File: config.mk
export PLATFORM = sky130hd
export DESIGN_NAME = node_sequencer_flat
export DESIGN_NICKNAME = d
export VERILOG_FILES = /design/src/rtl/node_pkg.sv /design/src/rtl/node_sequencer_if.sv /design/src/rtl/node_cnt.sv /design/src/rtl/node_sequencer.sv /design/src/flat_wrapper.sv
export SDC_FILE = /design/constraint.sdc
export NUM_CORES = 1
export LEC_CHECK = 0
export CAP_MARGIN = 20
export CORE_ASPECT_RATIO = 0.9
export CORE_MARGIN = 5
export CORE_UTILIZATION = 45
export DETAILED_ROUTE_END_ITERATION = 8
export PLACE_DENSITY = 0.82
export SYNTH_ARGS = -nofsm -noshare
export SYNTH_HDL_FRONTEND = slang
export SYNTH_SLANG_ARGS = --single-unit
File: constraint.sdc
create_clock -name clk -period 2 [get_ports clk]
set_input_delay 0.3 -clock clk [delete_from_list [all_inputs] [get_ports clk]]
set_output_delay 0.3 -clock clk [all_outputs]
set_load 0.005 [all_outputs]
File: src/rtl/node_pkg.sv
// Shared types and default sizes for the node sequencer slice.
// Used by node_sequencer and its interface; NODE_SEQ_ABORT_EN is honoured by the top.
package node_pkg;

    typedef logic [15:0] double;

    localparam int NODE_INPUTS = 64;
    localparam int NODE_CNT_W  = 7;
    localparam int NODE_OUT_W  = 3;

    typedef enum logic [2:0] {
        IDLE,
        CLEAR,
        ACCUM,
        SETTLE,
        HOLD
    } seq_state_t;

endpackage

File: src/rtl/node_sequencer_if.sv
// Frame/result handshake and node control bundle.
// slave = sequencer side, master = scheduler/node side.
interface node_sequencer_if
    import node_pkg::*;
#(
    parameter int CNT_W = NODE_CNT_W,
    parameter int OUT_W = NODE_OUT_W
) ();

    logic             frame_valid;
    logic             frame_ready;
    logic             reset_acc;
    logic             start;
    logic [CNT_W-1:0] cnt_val;
    logic [OUT_W-1:0] node_out;
    logic [OUT_W-1:0] result;
    logic             result_valid;
    logic             result_ack;
    logic             busy;

    modport master (
        output frame_valid, node_out, result_ack,
        input  frame_ready, reset_acc, start, cnt_val,
        input  result, result_valid, busy
    );

    modport slave (
        input  frame_valid, node_out, result_ack,
        output frame_ready, reset_acc, start, cnt_val,
        output result, result_valid, busy
    );

endinterface

File: src/rtl/node_cnt.sv
// Up-counter with clear, enable and a rollover flag raised at i_roll.
// Wraps to zero on the enabled cycle where the flag is set.
module node_cnt #(
    parameter int W = 7
) (
    input  logic         clk,
    input  logic         n_rst,
    input  logic         i_clr,
    input  logic         i_en,
    input  logic [W-1:0] i_roll,
    output logic [W-1:0] o_cnt,
    output logic         o_roll
);

    logic [W-1:0] r_cnt;

    always_ff @(posedge clk or negedge n_rst) begin
        if (!n_rst) begin
            r_cnt <= '0;
        end else if (i_clr) begin
            r_cnt <= '0;
        end else if (i_en) begin
            r_cnt <= o_roll ? '0 : r_cnt + 1'b1;
        end
    end

    assign o_cnt  = r_cnt;
    assign o_roll = (r_cnt == i_roll);

endmodule

File: src/rtl/node_sequencer.sv
// Node accumulator sequencer: CLEAR, ACCUM over all pairs, SETTLE, HOLD result.
// Define NODE_SEQ_ABORT_EN to add the abort input.
module node_sequencer
    import node_pkg::*;
#(
    parameter int NUM_INPUTS    = NODE_INPUTS,
    parameter int CNT_W         = NODE_CNT_W,
    parameter int OUT_W         = NODE_OUT_W,
    parameter int SETTLE_CYCLES = 1
) (
    input  logic clk,
    input  logic n_rst,
`ifdef NODE_SEQ_ABORT_EN
    input  logic abort,
`endif
    node_sequencer_if.slave bus
);

    localparam logic [CNT_W-1:0] LAST_IDX = CNT_W'(NUM_INPUTS - 1);
    localparam logic [3:0]       LAST_SET = 4'(SETTLE_CYCLES - 1);

    seq_state_t       r_state;
    logic [OUT_W-1:0] r_result;
    logic             r_valid;
    logic             r_abort;

    logic [CNT_W-1:0] w_idx;
    logic             w_idx_last;
    logic [3:0]       w_set_cnt;
    logic             w_set_last;
    logic             w_kill;
    logic             w_ack;
    logic             w_unused_set;

    // abort kills an in-flight frame; in HOLD it acts as an ack
`ifdef NODE_SEQ_ABORT_EN
    assign w_kill = abort && (r_state == CLEAR ||
                              r_state == ACCUM ||
                              r_state == SETTLE);
    assign w_ack  = bus.result_ack | abort;
`else
    assign w_kill = 1'b0;
    assign w_ack  = bus.result_ack;
`endif

    node_cnt #(.W(CNT_W)) u_idx (
        .clk    (clk),
        .n_rst  (n_rst),
        .i_clr  (w_kill || r_state != ACCUM),
        .i_en   (r_state == ACCUM),
        .i_roll (LAST_IDX),
        .o_cnt  (w_idx),
        .o_roll (w_idx_last)
    );

    node_cnt #(.W(4)) u_settle (
        .clk    (clk),
        .n_rst  (n_rst),
        .i_clr  (w_kill || r_state != SETTLE),
        .i_en   (r_state == SETTLE),
        .i_roll (LAST_SET),
        .o_cnt  (w_set_cnt),
        .o_roll (w_set_last)
    );

    assign w_unused_set = ^w_set_cnt;

    always_ff @(posedge clk or negedge n_rst) begin
        if (!n_rst) begin
            r_state  <= IDLE;
            r_result <= '0;
            r_valid  <= 1'b0;
            r_abort  <= 1'b0;
        end else if (w_kill) begin
            r_state <= CLEAR;
            r_abort <= 1'b1;
        end else begin
            unique case (r_state)
                IDLE: if (bus.frame_valid) r_state <= CLEAR;
                CLEAR: begin
                    r_abort <= 1'b0;
                    r_state <= r_abort ? IDLE : ACCUM;
                end
                ACCUM: if (w_idx_last) r_state <= SETTLE;
                SETTLE: if (w_set_last) begin
                    r_result <= bus.node_out;
                    r_valid  <= 1'b1;
                    r_state  <= HOLD;
                end
                HOLD: if (w_ack) begin
                    r_valid <= 1'b0;
                    r_state <= IDLE;
                end
                default: r_state <= IDLE;
            endcase
        end
    end

    assign bus.frame_ready  = (r_state == IDLE);
    assign bus.busy         = (r_state != IDLE);
    assign bus.reset_acc    = (r_state == CLEAR);
    assign bus.start        = (r_state != ACCUM);
    assign bus.cnt_val      = w_idx;
    assign bus.result       = r_result;
    assign bus.result_valid = r_valid;

endmodule

File: src/flat_wrapper.sv
// flat-port wrapper written by rule: the top's interface ports become plain ports
module node_sequencer_flat import node_pkg::*;
#(
    parameter int NUM_INPUTS    = NODE_INPUTS,
    parameter int CNT_W         = NODE_CNT_W,
    parameter int OUT_W         = NODE_OUT_W,
    parameter int SETTLE_CYCLES = 1
)
  (clk, n_rst, bus_frame_valid, bus_node_out, bus_result_ack, bus_frame_ready, bus_reset_acc, bus_start, bus_cnt_val, bus_result, bus_result_valid, bus_busy);
  node_sequencer_if #(.CNT_W(CNT_W), .OUT_W(OUT_W)) bus_i ();
  input  logic clk;
  input  logic n_rst;
  input wire logic [$bits(bus_i.frame_valid)-1:0] bus_frame_valid;
  input wire logic [$bits(bus_i.node_out)-1:0] bus_node_out;
  input wire logic [$bits(bus_i.result_ack)-1:0] bus_result_ack;
  output wire logic [$bits(bus_i.frame_ready)-1:0] bus_frame_ready;
  output wire logic [$bits(bus_i.reset_acc)-1:0] bus_reset_acc;
  output wire logic [$bits(bus_i.start)-1:0] bus_start;
  output wire logic [$bits(bus_i.cnt_val)-1:0] bus_cnt_val;
  output wire logic [$bits(bus_i.result)-1:0] bus_result;
  output wire logic [$bits(bus_i.result_valid)-1:0] bus_result_valid;
  output wire logic [$bits(bus_i.busy)-1:0] bus_busy;
  assign bus_i.frame_valid = bus_frame_valid;
  assign bus_i.node_out = bus_node_out;
  assign bus_i.result_ack = bus_result_ack;
  assign bus_frame_ready = bus_i.frame_ready;
  assign bus_reset_acc = bus_i.reset_acc;
  assign bus_start = bus_i.start;
  assign bus_cnt_val = bus_i.cnt_val;
  assign bus_result = bus_i.result;
  assign bus_result_valid = bus_i.result_valid;
  assign bus_busy = bus_i.busy;
  node_sequencer #(.NUM_INPUTS(NUM_INPUTS), .CNT_W(CNT_W), .OUT_W(OUT_W), .SETTLE_CYCLES(SETTLE_CYCLES)) u_core (.clk(clk), .n_rst(n_rst), .bus(bus_i));
endmodule
# Word level (Yosys, flattened, before mapping)
# Cells that the tools add are included.
word_totals:
  regBits: 18
  out_inout_bits: 15
  wordCells: 41
  inputBits: 7
op_classes:
  reduce_logical: 9
  eq_ne: 11
  muxes: 14
  add_sub_neg: 2
ops:
  columns: ["operator", "n"]
  rows:
  - ["2-to-1 mux 7 bit", 3]
  - ["case mux 3 bit (5 select lines)", 1]
  - ["2-to-1 mux 3 bit", 4]
  - ["2-to-1 mux 4 bit", 3]
  - ["adder 7 x 1 -> 7 bit, second input constant", 1]
  - ["== test 7 x 6 -> 1 bit, second input constant", 1]
  - ["== test 3 x 2 -> 1 bit, second input constant", 2]
  - ["inequality test 3 x 2 -> 1 bit, second input constant", 2]
  - ["nonzero test 2 bit", 3]
  - ["adder 4 x 1 -> 4 bit, second input constant", 1]
  - ["zero test 4 bit", 1]
  - ["inequality test 2 x 1 -> 1 bit, second input constant", 2]
  - ["inequality test 2 bit, second input constant", 2]
  - ["AND reduction 4 bit", 1]
  - ["== test 3 x 1 -> 1 bit, second input constant", 1]
  - ["== test 3 bit, second input constant", 1]
  - ["zero test 3 bit", 1]
  - ["AND reduction 3 bit", 1]
  - ["nonzero test 3 bit", 1]
  - ["2-to-1 mux 1 bit", 2]
  - ["case mux 1 bit (2 select lines)", 1]
  - ["AND reduction 2 bit", 1]

# Logic depth before layout (Yosys ltp)
# Gate-level depths: netlist of run 1.
logic_depth:
  word_depth: 4
  depth_mapped: 4
  ltp_nobuf: 4

# Hierarchy
# From an unflattened synthesis of run 1, not the netlist that was laid out.
unflattened:
  hier_cells: 107
  hier_area_um2: 1088.5
modules_own_cells:
  columns: ["module", "seq_area_each_um2", "cells_per_inst", "n_inst", "area_per_inst_um2"]
  rows:
  - ["node_cnt at u_core.u_idx", 175.2, 47, 1, 439.2]
  - ["node_sequencer", 175.2, 33, 1, 365.4]
  - ["node_cnt at u_core.u_settle", 100.1, 27, 1, 284.0]

# Worst setup path before layout of run 1
# No wires, ideal clock.
synth_timing:
  kind: "flip-flop to flip-flop"
  from: "register u_core.u_idx.r_cnt[0] (netlist: u_core.u_idx.o_cnt[0])"
  to: "register u_core.u_idx.r_cnt[5] (netlist: u_core.u_idx.o_cnt[5])"
  path_stages_with_launch: 5
  synth_period_minus_slack_ns: 1.286
  setup_ns: 0.073
  t_arrival_ns: 1.213
  slack_ns: 0.714
  cell_sequence: "dfrtp_1 ha_1 and4_1 a31o_4 a21oi_2"
synth_via:
  elab_chain_cells: 4
  word_cells_on_any_way: 5
synth_lines:
  columns: ["item", "line_no", "source"]
  rows:
  - ["from (decl)", "node_cnt.sv:15", "logic [W-1:0] r_cnt;"]
  - ["from (signal assigned)", "node_cnt.sv:23", "r_cnt <= o_roll ? '0 : r_cnt + 1'b1;"]
  - ["adder 7 x 1 -> 7 bit / == test 7 x 6 -> 1 bit (equally long branches)", "node_cnt.sv:23, node_cnt.sv:28", null]
  - ["2-to-1 mux 7 bit (*)", "node_cnt.sv:23", null]
  - ["2-to-1 mux 7 bit (*)", "node_cnt.sv:22", "end else if (i_en) begin"]
  - ["2-to-1 mux 7 bit (*)", "node_cnt.sv:20", "end else if (i_clr) begin"]
# Mark *: on every way between the ends. The rest lies on a longest branch, timed or not. The select of a mux whose other input is x is not followed.
# A chain may end at the register's enable or synchronous reset.

# Final worst setup path of run 1
layout_timing:
  from: "register u_core.r_state[2]"
  to: "output bus_busy"
layout_via:
  elab_chain_cells: 1
layout_lines:
  columns: ["item", "line_no", "source"]
  rows:
  - ["from (decl)", "node_sequencer.sv:22", "seq_state_t r_state;"]
  - ["from (signal assigned)", "node_sequencer.sv:82", "r_state <= r_abort ? IDLE : ACCUM;"]
  - ["nonzero test 3 bit", "node_sequencer.sv:100", "assign bus.busy = (r_state != IDLE);"]
  - ["to (decl)", "flat_wrapper.sv:22", "output wire logic [$bits(bus_i.busy)-1:0] bus_busy;"]
# Every way passes these cells.

==> results of run 1 <==
==> power breakdown <==
group	switching, mW	total, mW	internal [mW]
clock network	0.120	0.231	0.111
logic	0.224	0.582	0.358
registers	0.0528	0.505	0.452
==> through the flow <==
step / total power, mW / cells
2_1_floorplan: 0.775 / 70
3_3_place_gp: 1.06 / 117
3_5_place_dp: 1.08 / 117
4_1_cts: 1.33 / 124
5_1_grt: 1.41 / 124
6_report: 1.32 / 124
==> cell usage after synthesis, drive strengths merged <==
cell     n  area [µm²]
a211oi   1        7.51
ha       3        37.5
or3b     2        20.0
xor2     2        17.5
and4     1        8.76
and3b    1        10.0
a31oi    1        6.26
nor2     8        35.0
xnor2    3        26.3
or3      2        13.8
o31ai    1        7.51
mux2     3        33.8
inv      6        22.5
dfrtp   18         450
nand3    4        20.0
nor3b    1        7.51
and2     2        12.5
and2b    1        8.76
nand2    2        7.51
a31o     1        17.5
o21ai    3        15.0
a41oi    1        8.76
a21oi    1        8.76
o21bai   1        7.51
a21bo    1        10.0
==> worst min-delay path by stage <==
stage,cells after the start,endpoint
floorplan,0,u_core.bus.result[0]
global placement,1,u_core.u_settle.o_cnt[0]
detailed placement,1,u_core.u_settle.o_cnt[0]
CTS,2,u_core.u_idx.o_cnt[5]
global route,2,u_core.u_settle.o_cnt[0]
finish,2,u_core.bus.result[2]
==> area by class of cell <==
class | count | area (µm²) | area share
well taps | 24 | 30.0 | 0.0265
clock buffers | 4 | 36.3 | 0.0320
inverters | 6 | 22.5 | 0.0199
repair buffers | 26 | 245 | 0.216
multi-input cells | 46 | 348 | 0.307
flip-flops and latches | 18 | 452 | 0.398
==> kinds of logic (layout without fill, tap and decap cells) <==
group / count (synthesis) / count (layout) / share of synthesized area
AOI/OAI and AO/OA: 11 / 11 / 0.108
buffers and inverters: 6 / 36 / 0.0274
DFF: 18 / 18 / 0.549
and+or+nand+nor: 24 / 24 / 0.175
muxes: 3 / 3 / 0.0412
xor gates and xnor gates: 5 / 5 / 0.0534
adders and majority gates: 3 / 3 / 0.0457
==> sequential cells by signal, summed over array words and instances (netlist names) <==
register / flops
u_core.u_idx.o_cnt: 7
u_core.u_settle.o_cnt: 4
u_core.bus.result: 3
u_core.r_state: 3
u_core.bus.result_valid: 1
==> timing repair <==
item                                    in CTS  in global routing
buffers inserted                             3                  0
gates resized for setup                      3                  0
endpoints found under the setup margin       2                  0
hold buffers                                 0                  0
==> routing by layer <==
metal,up-vias,share of wire
met4,0,0.015
met5,-,0
li1,300,-
met2,14,0.44
met1,261,0.48
met3,3,0.067
==> flow_summary.json, run 1 <==
{
  "drv_cap": 0,
  "final.fill_count": 149,
  "dieHeight_um": 50.5,
  "placed_area_um2": 1080,
  "ys_ff_latch": 18,
  "drive_gt1_frac": 0.230,
  "antenna_found_initial": 0,
  "core_area_um2": 1700,
  "layout.nets": 111,
  "vias": 578,
  "ant_nets": 0,
  "use_met2": 0.197,
  "syn_inst": 70,
  "grt.met3_usage": 0.0533,
  "avgRoutedWirePerCell_um": 12.6,
  "max-slew-margin-rel": 0.851,
  "critical_path.endpoint": "bus_busy",
  "critPathSlowestCell": "or3_2",
  "cp_slowest_stage_delay_ns": 0.48,
  "h-tree-depth": 1,
  "overflow": 0,
  "clk_latency_ns": 0.30,
  "cp_cell_sequence": "or3_2 > clkdlybuf4s50_1",
  "final_cell_area_um2": 1130,
  "cp-end-kind": "output port",
  "grt_max_degree": 19,
  "setup_tns_ns": 0,
  "hold_viol_final": 0,
  "cp_max_fo": 2,
  "timing.hold.ws_ns": 0.312,
  "rr_startpoint": "u_core.r_state[0]",
  "crit_start": "u_core.r_state[2]",
  "syn-num-nets": 80,
  "tritoncts": "yes",
  "post-place-ws_ns": 0.232,
  "yosysSeqAreaShare": 0.549,
  "cts_root_buf": "clkbuf_4",
  "grt_use_total": 0.137,
  "hpwlAfterDp_um": 1130,
  "layout_commonest_cell": "clkdlybuf4s50_1",
  "ys_warn_count": 0,
  "drcViolationCount": 0,
  "rows": 14,
  "min_period_ns": 1.93,
  "drtIter0Drc": 3,
  "rrSetupSlack_ns": 0.53,
  "worst_clock_skew_ns": 0.00214,
  "fmax_ghz": 0.518,
  "worst_slack_ns": 0.0702,
  "portBuffers": 21,
  "hold_class": "input port to async pin",
  "cts-buffers-inserted": 3,
  "die_x_um": 55.0,
  "path_clk_slew_ns": 0.11,
  "drt-pass1-iter-count": 3,
  "vdd_drop_max_mv": 0.606,
  "start_kind": "flip-flop",
  "leakagePower_nw": 0.496,
  "r2r-end": "u_core.bus.result[2]",
  "tightest_slew_ns": 0.222,
  "grt_setup_unrepaired": "false",
  "cts.sinks": 18,
  "drv_slew": 0,
  "synthesis.area_um2": 821,
  "cts_buffer_depth": 2,
  "cp_data_required_time_ns": 1.70,
  "vias_per_cell": 4.66,
  "grt_pass1_wl_um": 2770,
  "path_class": "flip-flop to output port",
  "global_route.usage.met1": 0.187,
  "reg2regPathDepth": 4,
  "wirelength_um": 1560,
  "crit_cells": 2,
  "final_core_util": 0.667,
  "area_delta_synth_final_pct": 38.1,
  "avgSynthCellArea_um2": 11.7,
  "finalCritPeriodShare": 0.965,
  "final_cell_mix": "19 x clkdlybuf4s50_1, 17 x dfrtp_1, 6 x inv_1, 6 x nor2_1, 5 x buf_4",
  "crit_buf_inv": 1,
  "fp.dieArea_um2": 2780,
  "num_io_pins": 22,
  "start_util": 0.483,
  "synth.distinct_cells": 28,
  "setup_violations": 0,
  "busiest_layer": "met2",
  "status": "complete, no violations",
  "crit_family": "simple AND/OR/NAND/NOR gates",
  "place.gp.congestion": 0.744,
  "grt_pass1_vias": 590,
  "powerDensity_nw_per_um2": 1160,
  "worstPathArrival_ns": 1.63,
  "antenna_cells": 0
}
Power figures use the tool's default switching activity.
==> run 2, diff against run 1 <==
CTS_CLUSTER_DIAMETER = 150   (was unset)
==> results of run 2 <==
No change in the layout: final DEF, timing and power equal those of run 1.
==> run 3, diff against run 2 <==
RECOVER_POWER = 25   (was unset)
==> flow_summary.json, run 3 (synthesis gave the netlist of run 1 again) <==
{
  "hold_class": "flip-flop to flip-flop",
  "cts_root_buf": "clkbuf_4",
  "place.gp.congestion": 0.744,
  "setup_tns_ns": 0,
  "grt_pass1_wl_um": 2770,
  "leakagePower_nw": 0.493,
  "cts_buffer_depth": 2,
  "max-slew-margin-rel": 0.379,
  "drive_gt1_frac": 0.220,
  "layout.nets": 111,
  "die_x_um": 55.0,
  "start_util": 0.483,
  "tritoncts": "yes",
  "final_cell_mix": "18 x clkdlybuf4s50_1, 17 x dfrtp_1, 6 x inv_1, 6 x nor2_1",
  "fp.dieArea_um2": 2780,
  "grt_pass1_vias": 590,
  "hold_viol_final": 0,
  "h-tree-depth": 1,
  "vdd_drop_max_mv": 0.606,
  "path_clk_slew_ns": 0.11,
  "dieHeight_um": 50.5,
  "worstPathArrival_ns": 1.63,
  "multi_input_area_um2": 348,
  "hpwlAfterDp_um": 1130,
  "powerDensity_nw_per_um2": 1170,
  "drtIter0Drc": 3,
  "final_cell_area_um2": 1130,
  "min_period_ns": 1.93,
  "cp_data_required_time_ns": 1.70,
  "cp_max_fo": 2,
  "setup_violations": 0,
  "antenna_cells": 0,
  "finalCritPeriodShare": 0.965,
  "cts.sinks": 18,
  "overflow": 0,
  "ant_nets": 0,
  "drv_slew": 0,
  "worst_clock_skew_ns": 0.00214,
  "final_core_util": 0.665,
  "grt_use_total": 0.137,
  "fmax_ghz": 0.518,
  "regArea_um2": 452,
  "hold_buffers": 0,
  "drcViolationCount": 0,
  "layout_commonest_cell": "clkdlybuf4s50_1",
  "avgRoutedWirePerCell_um": 12.6,
  "crit_buf_inv": 1,
  "drv_cap": 0,
  "num_io_pins": 22,
  "portBuffers": 21,
  "largest_reg_flops": 7,
  "vias_per_cell": 4.66,
  "clk_latency_ns": 0.30,
  "area_delta_synth_final_pct": 37.7,
  "grt_setup_unrepaired": "false",
  "drt-pass1-iter-count": 3,
  "start_kind": "flip-flop",
  "vias": 578,
  "final.fill_count": 150,
  "cp_cell_sequence": "or3_2 > clkdlybuf4s50_1",
  "grt_max_degree": 19,
  "antenna_found_initial": 0,
  "path_class": "flip-flop to output port",
  "cp-end-kind": "output port",
  "crit_family": "simple AND/OR/NAND/NOR gates",
  "status": "complete, no violations",
  "wirelength_um": 1560,
  "placed_area_um2": 1080,
  "core_area_um2": 1700,
  "tightest_slew_ns": 0.931,
  "rows": 14,
  "cp_slowest_stage_delay_ns": 0.48,
  "cts-buffers-inserted": 3,
  "critPathSlowestCell": "or3_2"
}
-- run 3: cell types whose count changed in the layout (fill, tap and decap cells not counted), sizes merged --
cell,change
buf,-1
clkbuf,+1
dlygate4sd3,+1
clkdlybuf4s50,-1
-- run 3: repair_timing --
item / 4_1_cts / 5_1_grt
gates resized for setup: 3 / 0
buffers inserted: 3 / 0
endpoints found under the setup margin: 2 / 0
-- run 3: cell type report --
type                    instances  area share
flip-flops and latches         18       0.400
repair buffers                 26       0.214
multi-input cells              46       0.308
well taps                      24      0.0266
inverters                       6      0.0199
clock buffers                   4      0.0321
-- run 3: per-stage QoR --
stage                     std cells  worst slack [ns]  hold slack, ns  power [mW]
after floorplan                  70             0.714         0.00441       0.775
after global placement          117             0.260           0.471        1.06
after detailed placement        117             0.232           0.479        1.08
after CTS                       124            0.0661           0.322        1.33
after global routing            124            0.0229           0.540        1.41
final                           124            0.0702           0.489        1.32
-- run 3: per-layer routing --
layer	routed length, µm	global-route usage	vias up	part of all wire
met1	749	0.187	261	0.48
met3	105	0.0533	3	0.067
met2	684	0.197	14	0.44
met5	0	0	-	0
li1	-	-	300	-
met4	24	0.0486	0	0.015
-- run 3: final timing paths --
path	start	end	slack, ns	depth (start not counted)
max reg2reg	u_core.r_state[0]	u_core.bus.result[2]	0.53	4
max in group asynchronous	n_rst	u_core.r_state[0]	0.73	2
min	u_core.u_settle.o_cnt[0]	u_core.u_settle.o_cnt[0]	0.49	1
min reg2reg	u_core.u_settle.o_cnt[0]	u_core.u_settle.o_cnt[0]	0.49	1
max	u_core.r_state[2]	bus_busy	0.07	2
min in group asynchronous	n_rst	u_core.bus.result[2]	0.64	2
-- run 3: report_power, final --
| group | switching (mW) | internal [mW] | total [mW] |
|---|---|---|---|
| clock | 0.120 | 0.111 | 0.231 |
| sequential | 0.0528 | 0.452 | 0.505 |
| combinational | 0.224 | 0.357 | 0.581 |
